$ cat config.mk
export PLATFORM = sky130hd
export DESIGN_NAME = pipelined_adder
export DESIGN_NICKNAME = d
export VERILOG_FILES = /design/src/rtl/pipelined_adder.sv
export SDC_FILE = /design/constraint.sdc
export NUM_CORES = 1
export LEC_CHECK = 0
export BUFFER_PORTS_ARGS = -buffer_cell sky130_fd_sc_hd__clkbuf_2
export CAP_MARGIN = 30
export CORE_ASPECT_RATIO = 1.75
export CORE_UTILIZATION = 50
export DETAILED_ROUTE_END_ITERATION = 10
export GPL_ROUTABILITY_DRIVEN = 0
export MAX_ROUTING_LAYER = met4
export PLACE_DENSITY = 0.74
export SLEW_MARGIN = 20
export SYNTH_ARGS = -nofsm -noshare
export SYNTH_HDL_FRONTEND = slang
export SYNTH_SLANG_ARGS = --single-unit
$ cat constraint.sdc
create_clock -name clk -period 2.78 [get_ports clk]
set_input_delay 0.278 -clock clk [delete_from_list [all_inputs] [get_ports clk]]
set_output_delay 0.278 -clock clk [all_outputs]
set_load 0.03 [all_outputs]
$ cat src/rtl/pipelined_adder.sv
// pipelined_adder
//   WIDTH-bit adder with carry-in. The operands are split into STAGES chunks of
//   CW = WIDTH/STAGES bits. One chunk is added per clock, and the carry is
//   registered between chunks. Lower result chunks move down the pipe next to
//   the chunk still being added, so every result comes out deskewed.
//   The whole pipe advances as one unit. It holds every register, including
//   the valid bits, while a finished result waits for the consumer.
//
// Parameters
//   WIDTH   operand/result width; must be a multiple of STAGES
//   STAGES  pipeline depth (= latency in cycles), 1..WIDTH
//
// Ports
//   clk        rising-edge clock
//   reset      synchronous, active-high; clears valid bits and result registers
//   in_valid   a/b/cin present this cycle
//   in_ready   pipe can take a/b/cin this cycle
//   a, b, cin  operands and carry-in into bit 0
//   out_valid  sum/carry (and overflow) hold a result
//   out_ready  consumer takes the result this cycle
//   sum        (a + b + cin) mod 2^WIDTH
//   carry      carry out of bit WIDTH-1
//   overflow   signed overflow; present only when PIPE_ADDER_OVF_EN is defined
//
// Optional feature macro: PIPE_ADDER_OVF_EN
//   Defining it pipelines the operand sign bits to the last stage and adds the
//   overflow output. Without it, neither the port nor the sign registers exist.

module pipelined_adder #(
   parameter int WIDTH  = 16,
   parameter int STAGES = 4
) (
   input  logic             clk,
   input  logic             reset,
   input  logic             in_valid,
   output logic             in_ready,
   input  logic [WIDTH-1:0] a,
   input  logic [WIDTH-1:0] b,
   input  logic             cin,
   output logic             out_valid,
   input  logic             out_ready,
   output logic [WIDTH-1:0] sum,
   output logic             carry
`ifdef PIPE_ADDER_OVF_EN
   ,
   output logic             overflow
`endif
);

   localparam int CW   = WIDTH / STAGES;
   localparam int LAST = STAGES - 1;

   if ((STAGES < 1) || (STAGES > WIDTH) || ((WIDTH % STAGES) != 0)) begin : g_param_check
      $error("pipelined_adder: WIDTH must be a multiple of STAGES and 1 <= STAGES <= WIDTH");
   end

   logic              advance_s;
   logic [STAGES-1:0] valid_q, valid_d;
   logic [STAGES-1:0] carry_q, carry_d;
   logic [WIDTH-1:0]  sum_q [STAGES];
   logic [WIDTH-1:0]  sum_d [STAGES];
   // Operands carried alongside each stage; stage k reads chunk k of stage k-1's copy
   logic [WIDTH-1:0]  opa_q [STAGES];
   logic [WIDTH-1:0]  opa_d [STAGES];
   logic [WIDTH-1:0]  opb_q [STAGES];
   logic [WIDTH-1:0]  opb_d [STAGES];
   logic [CW:0]       chunk_s [STAGES];

   // Global advance: the pipe moves unless a finished result is being held back
   always_comb begin
      advance_s = ~valid_q[LAST] | out_ready;
   end

   assign in_ready  = advance_s;
   assign out_valid = valid_q[LAST];
   assign sum       = sum_q[LAST];
   assign carry     = carry_q[LAST];

   // Per-stage next state: chunk add, carry hand-off, deskewed result and operand transport
   always_comb begin
      chunk_s[0]       = {1'b0, a[CW-1:0]} + {1'b0, b[CW-1:0]} + {{CW{1'b0}}, cin};
      valid_d[0]       = in_valid;
      carry_d[0]       = chunk_s[0][CW];
      sum_d[0]         = {WIDTH{1'b0}};
      sum_d[0][CW-1:0] = chunk_s[0][CW-1:0];
      opa_d[0]         = a;
      opb_d[0]         = b;
      for (int k = 1; k < STAGES; k++) begin
         chunk_s[k] = {1'b0, opa_q[k-1][k*CW +: CW]}
                    + {1'b0, opb_q[k-1][k*CW +: CW]}
                    + {{CW{1'b0}}, carry_q[k-1]};
         valid_d[k] = valid_q[k-1];
         carry_d[k] = chunk_s[k][CW];
         // Lower chunks are already final; only chunk k is filled in here
         sum_d[k]               = sum_q[k-1];
         sum_d[k][k*CW +: CW]   = chunk_s[k][CW-1:0];
         opa_d[k]               = opa_q[k-1];
         opb_d[k]               = opb_q[k-1];
      end
   end

   // Stage registers: cleared by reset, loaded together on advance, otherwise held
   always_ff @(posedge clk) begin
      if (reset) begin
         valid_q <= {STAGES{1'b0}};
         carry_q <= {STAGES{1'b0}};
         for (int k = 0; k < STAGES; k++) begin
            sum_q[k] <= {WIDTH{1'b0}};
            opa_q[k] <= {WIDTH{1'b0}};
            opb_q[k] <= {WIDTH{1'b0}};
         end
      end else if (advance_s) begin
         valid_q <= valid_d;
         carry_q <= carry_d;
         for (int k = 0; k < STAGES; k++) begin
            sum_q[k] <= sum_d[k];
            opa_q[k] <= opa_d[k];
            opb_q[k] <= opb_d[k];
         end
      end
   end

`ifdef PIPE_ADDER_OVF_EN
   logic [STAGES-1:0] sgn_a_q, sgn_a_d;
   logic [STAGES-1:0] sgn_b_q, sgn_b_d;

   // Signed overflow: operands agree in sign but the result sign differs
   function automatic logic ovf_f(input logic sa, input logic sb, input logic sr);
      return (sa == sb) & (sr != sa);
   endfunction

   // Sign-bit transport down to the last stage
   always_comb begin
      sgn_a_d[0] = a[WIDTH-1];
      sgn_b_d[0] = b[WIDTH-1];
      for (int k = 1; k < STAGES; k++) begin
         sgn_a_d[k] = sgn_a_q[k-1];
         sgn_b_d[k] = sgn_b_q[k-1];
      end
   end

   // Sign-bit registers move with the rest of the pipe
   always_ff @(posedge clk) begin
      if (reset) begin
         sgn_a_q <= {STAGES{1'b0}};
         sgn_b_q <= {STAGES{1'b0}};
      end else if (advance_s) begin
         sgn_a_q <= sgn_a_d;
         sgn_b_q <= sgn_b_d;
      end
   end

   // Built only from registered state, so it is stable with sum and reads 0 after reset
   assign overflow = ovf_f(sgn_a_q[LAST], sgn_b_q[LAST], sum_q[LAST][WIDTH-1]);
`endif

endmodule
== Word-level counts from Yosys, hierarchy flattened ==
Memories as Yosys holds them, arrays and structs flattened.
Cells that the tools add are included.

* Bitwise operators: 14
* Add/subtract/negate cells: 8
* Mux-type cells: 17

{| class="wikitable"
|+ Operators with widths
! operator !! count
|-
| 2-to-1 mux 16 bit || 12
|-
| adder 4 x 4 -> 5 bit || 4
|-
| adder 5 x 1 -> 5 bit || 4
|-
| bitwise OR 1 bit || 13
|-
| 2-to-1 mux 1 bit || 5
|-
| inverter 1 bit || 1
|}

* Output and inout bits: 19
* Memory bits (writable): 192
* Bits of input ports: 37
* Word-level logic and storage cells: 44
* Register bits after elaboration: 8
* Memories: 3

{| class="wikitable"
|+ Memories
! name !! depth !! width !! read ports !! clocked after Yosys merged registers in !! wr ports !! RTL line !! RTL
|-
| opa_q || 4 || 16 || 3 || 0 || 4 || 63 || <nowiki>logic [WIDTH-1:0] opa_q [STAGES];</nowiki>
|-
| opb_q || 4 || 16 || 3 || 0 || 4 || 65 || <nowiki>logic [WIDTH-1:0] opb_q [STAGES];</nowiki>
|-
| sum_q || 4 || 16 || 4 || 0 || 4 || 60 || <nowiki>logic [WIDTH-1:0] sum_q [STAGES];</nowiki>
|}

== Depth between registers and ports, before layout ==
* Depth in word-level cells: 6
* Gate-level depth with buffers: 6
* Depth with buffers taken out: 6

== Worst setup path after synthesis ==
OpenSTA, ideal clock, no wires.

* Kind: reg-to-reg
* Start point: register valid_q[3]
* End point: memory opa_q[0][10], enable pin
* Clock period less this slack: 3.125 ns
* Required time: 1.933 ns
* Stages on the path, launching flop included: 4
* Data arrival time: 2.278 ns
* Slack: -0.345 ns
* Buffers on the path: 1
* Cells stage by stage: dfxtp_1 nor2b_4 buf_6 nand2_1

{| class="wikitable"
|+ RTL lines
! element !! RTL line !! RTL
|-
| from (decl) || 58 || <nowiki>logic [STAGES-1:0] valid_q, valid_d;</nowiki>
|-
| from (signal assigned) || 105 || <nowiki>valid_q <= {STAGES{1'b0}};</nowiki>
|-
| from (signal assigned) || 113 || <nowiki>valid_q <= valid_d;</nowiki>
|-
| to (decl) || 63 ||
|}

== Worst setup path in the final report ==
* Start point: register valid_q[3]
* End point: output in_ready

* Longest elaborated chain between the ends: 2

{| class="wikitable"
|+ RTL lines
! element !! RTL line !! RTL
|-
| inverter 1 bit || 71 || <nowiki>advance_s = ~valid_q[LAST] | out_ready;</nowiki>
|-
| bitwise OR 1 bit || 71 ||
|-
| to (decl) || 36 || <nowiki>output logic in_ready,</nowiki>
|}

No other way between the ends.

==> results.md <==
* Drt pass-1 iters at 4
* Final min period at about 1.9 ns
* Vias per cell at around 5.4
* # Post-CTS Setup Buffers at 0
* Synthesis warning total at 0
* Critical path class: flip-flop to primary output
* H-tree Lvls at 3
* Initial Util at between 50 and 60%
* Post-synth top area cell: edfxtp_1
* Post-route insts no fill at between 400 and 500
* Status: completed
* Clock Root Buffer: clkbuf_16
* Worst EP required at roughly 2.5 ns
* CP Max Fanout at 42
* DIE HEIGHT at between 100 and 150 µm
* Clk_skew at around 0.0047 ns
* CTS Hold Bufs at 0
* Post-DP HPWL at 3.87 mm
* Post-Place Cells at just over 400
* Residual DRC at 0
* Worst-Skew Late Latency at ~0.34 ns
* DR vias at about 2300
* Final setup TNS at 0 ns
* CTS Buf Count at 9
* Initial drt markers at approximately 220
* Worst setup EP type: primary output
* Post-route ant nets at 0
* Max Slew Vio Count at 0
* Post-synth top flop: edfxtp_1
* Fin nets at roughly 400
* Synth cell count leaders: edfxtp_1 (88), and3_1 (78), ha_1 (12)
* Final hold viol count at 0
* Startpoint types: flip-flop
* TritonCTS clock tree: done
* CTS resizes at 0
* CTS sink count at between 90 and 100
* Final setup fails at 0
* Fmax at ~0.53 GHz
* WHS at between 0.15 and 0.2 ns
* DR WL/cell at between 10 and 15 µm
* I/O Pins at 56
* Final Core Density at between 50% and 60%
* Core box area at a little under 8000 µm²
* Synth Instances at roughly 290
* Fin crit share at between 60% and 70%
* Antenna violations before repair at 0
* Die Width at approximately 70 µm
* Post-synth cell types at 25
* Least-Margin Pin Slew at 0.578 ns
* Seq cells post-synth at between 90 and 100
* Top-count cell post-synth: edfxtp_1
* Area grow syn2layout at 14.5%
* Area contributors post-synth: edfxtp_1 (64%), and3_1 (12%), dfxtp_1 (3.9%)
* CTS clk-pin slew, worst paths at 0.06 ns
* EDFF count, synth at a little under 90
* # rows at 43
* PortBufs at 55
* Power Total at around 3.0 mW
* Arr. time, crit path at between 1.5 and 2 ns
* Pwr dens at 646 nW/µm²
* Ys async rst share at 0%
* Share of the synthesized area in the top cell type at 64.5%
* Share of layout cells above drive strength 1 at 21.8%
* Static leakage at 2.33 nW
* Die area at 8580 µm²
* RSZ-0062 raised after global routing: no
* Fill cell total of the finished layout at approximately 620
* WL final at 6.23 mm
* Clk buf depth at 2
* Hold/Removal Path Class: input port to flip-flop
* GRT Util Overall at between 10% and 20%
* Reg-to-reg setup timing slack at 0.98 ns
* ANT cells at 0
* Vias in the first global route at around 2200
* First-pass GRT wire length at about 10 mm
* Largest net degree at the start of global routing at 64
* Worst slew margin at approximately three fifths
* Max_cap viols at 0
* Cell Area, Synth at 4100 µm²
* Sequential-to-total area share from yosys stat at around two thirds
* VDD IR max at about 490 µV
* Average size of a mapped cell at between 10 and 15 µm²
* Syn_nets at about 340
* Grt ovf at 0
[per-stage QoR]
step | cell area [µm²] | setup WS (ns)
after floorplan | 4100 | 0.542
after global placement | 4420 | 0.911
after detailed placement | 4420 | 0.811
after CTS | 4690 | 0.899
after global routing | 4690 | 0.816
final | 4690 | 0.907
[cell type report]
class / instances / area, µm² / share of cell area (%)
clock buffer: 16 / 272 / 5.78
tap: 90 / 113 / 2.40
timing repair buffer: 59 / 318 / 6.77
inverter: 8 / 30.0 / 0.640
sequential: 96 / 2800 / 59.7
multi-input combinational: 160 / 1160 / 24.7
[path summary, 6_finish.rpt]
check              start          to  depth (start not counted)
min             in_valid  valid_q[0]                          3
max reg2reg  opa_q[0][4]  carry_q[1]                          5
max           valid_q[3]    in_ready                          3
min reg2reg   valid_q[0]  valid_q[0]                          2
[report_power, final]
group / switching (mW) / total, mW / internal [mW]
clock network: 0.477 / 1.13 / 0.657
logic: 0.114 / 0.209 / 0.0948
registers: 0.0251 / 1.69 / 1.66
[metal layers]
layer  vias up  track usage (%)  share of wire (%)
met5         -                -                  0
met4         0             11.0                3.5
met3        18             3.56                4.0
met2        58             25.9                 50
met1      1095             19.4                 42
li1       1150                -                  -
[kinds of logic (layout without fill, tap and decap cells)]
group                      count (synthesis)  after routing  share of synthesized area [%]
buffers and inverters                     29             83                           3.51
DFF                                       96             96                           68.4
xor gates and xnor gates                   2              2                          0.427
muxes                                      4              4                          0.977
and+or+nand+nor                          111            111                           15.8
adders and majority gates                 20             20                           7.57
AOI/OAI and AO/OA                         23             23                           3.30
[critical path, cell delays in order, from the launching register on]
cell	delay [ns]
dfxtp_1	0.32
nor2b_4	0.33
inv_2	0.32
clkbuf_2	0.27
[layout by cell type (no fill, tap or decap), types with 3 or more instances in the layout]
master,n
clkbuf_1,5
dfxtp_1,8
clkbuf_2,55
clkbuf_16,9
nor2_1,10
o21ai_0,4
buf_4,3
or3_1,4
nor2b_1,4
a21o_1,6
fa_1,8
inv_1,6
mux2i_1,4
a21oi_1,11
and3_1,78
edfxtp_1,88
nand2_1,7
ha_1,12
nand3_1,4
[registers in the layout (all words and copies together), names as in the netlist]
| register | flops |
|---|---|
| opa_q | 24 |
| sum_q | 40 |
| carry_q | 4 |
| valid_q | 4 |
| opb_q | 24 |
(Power assumes the default switching activity.)
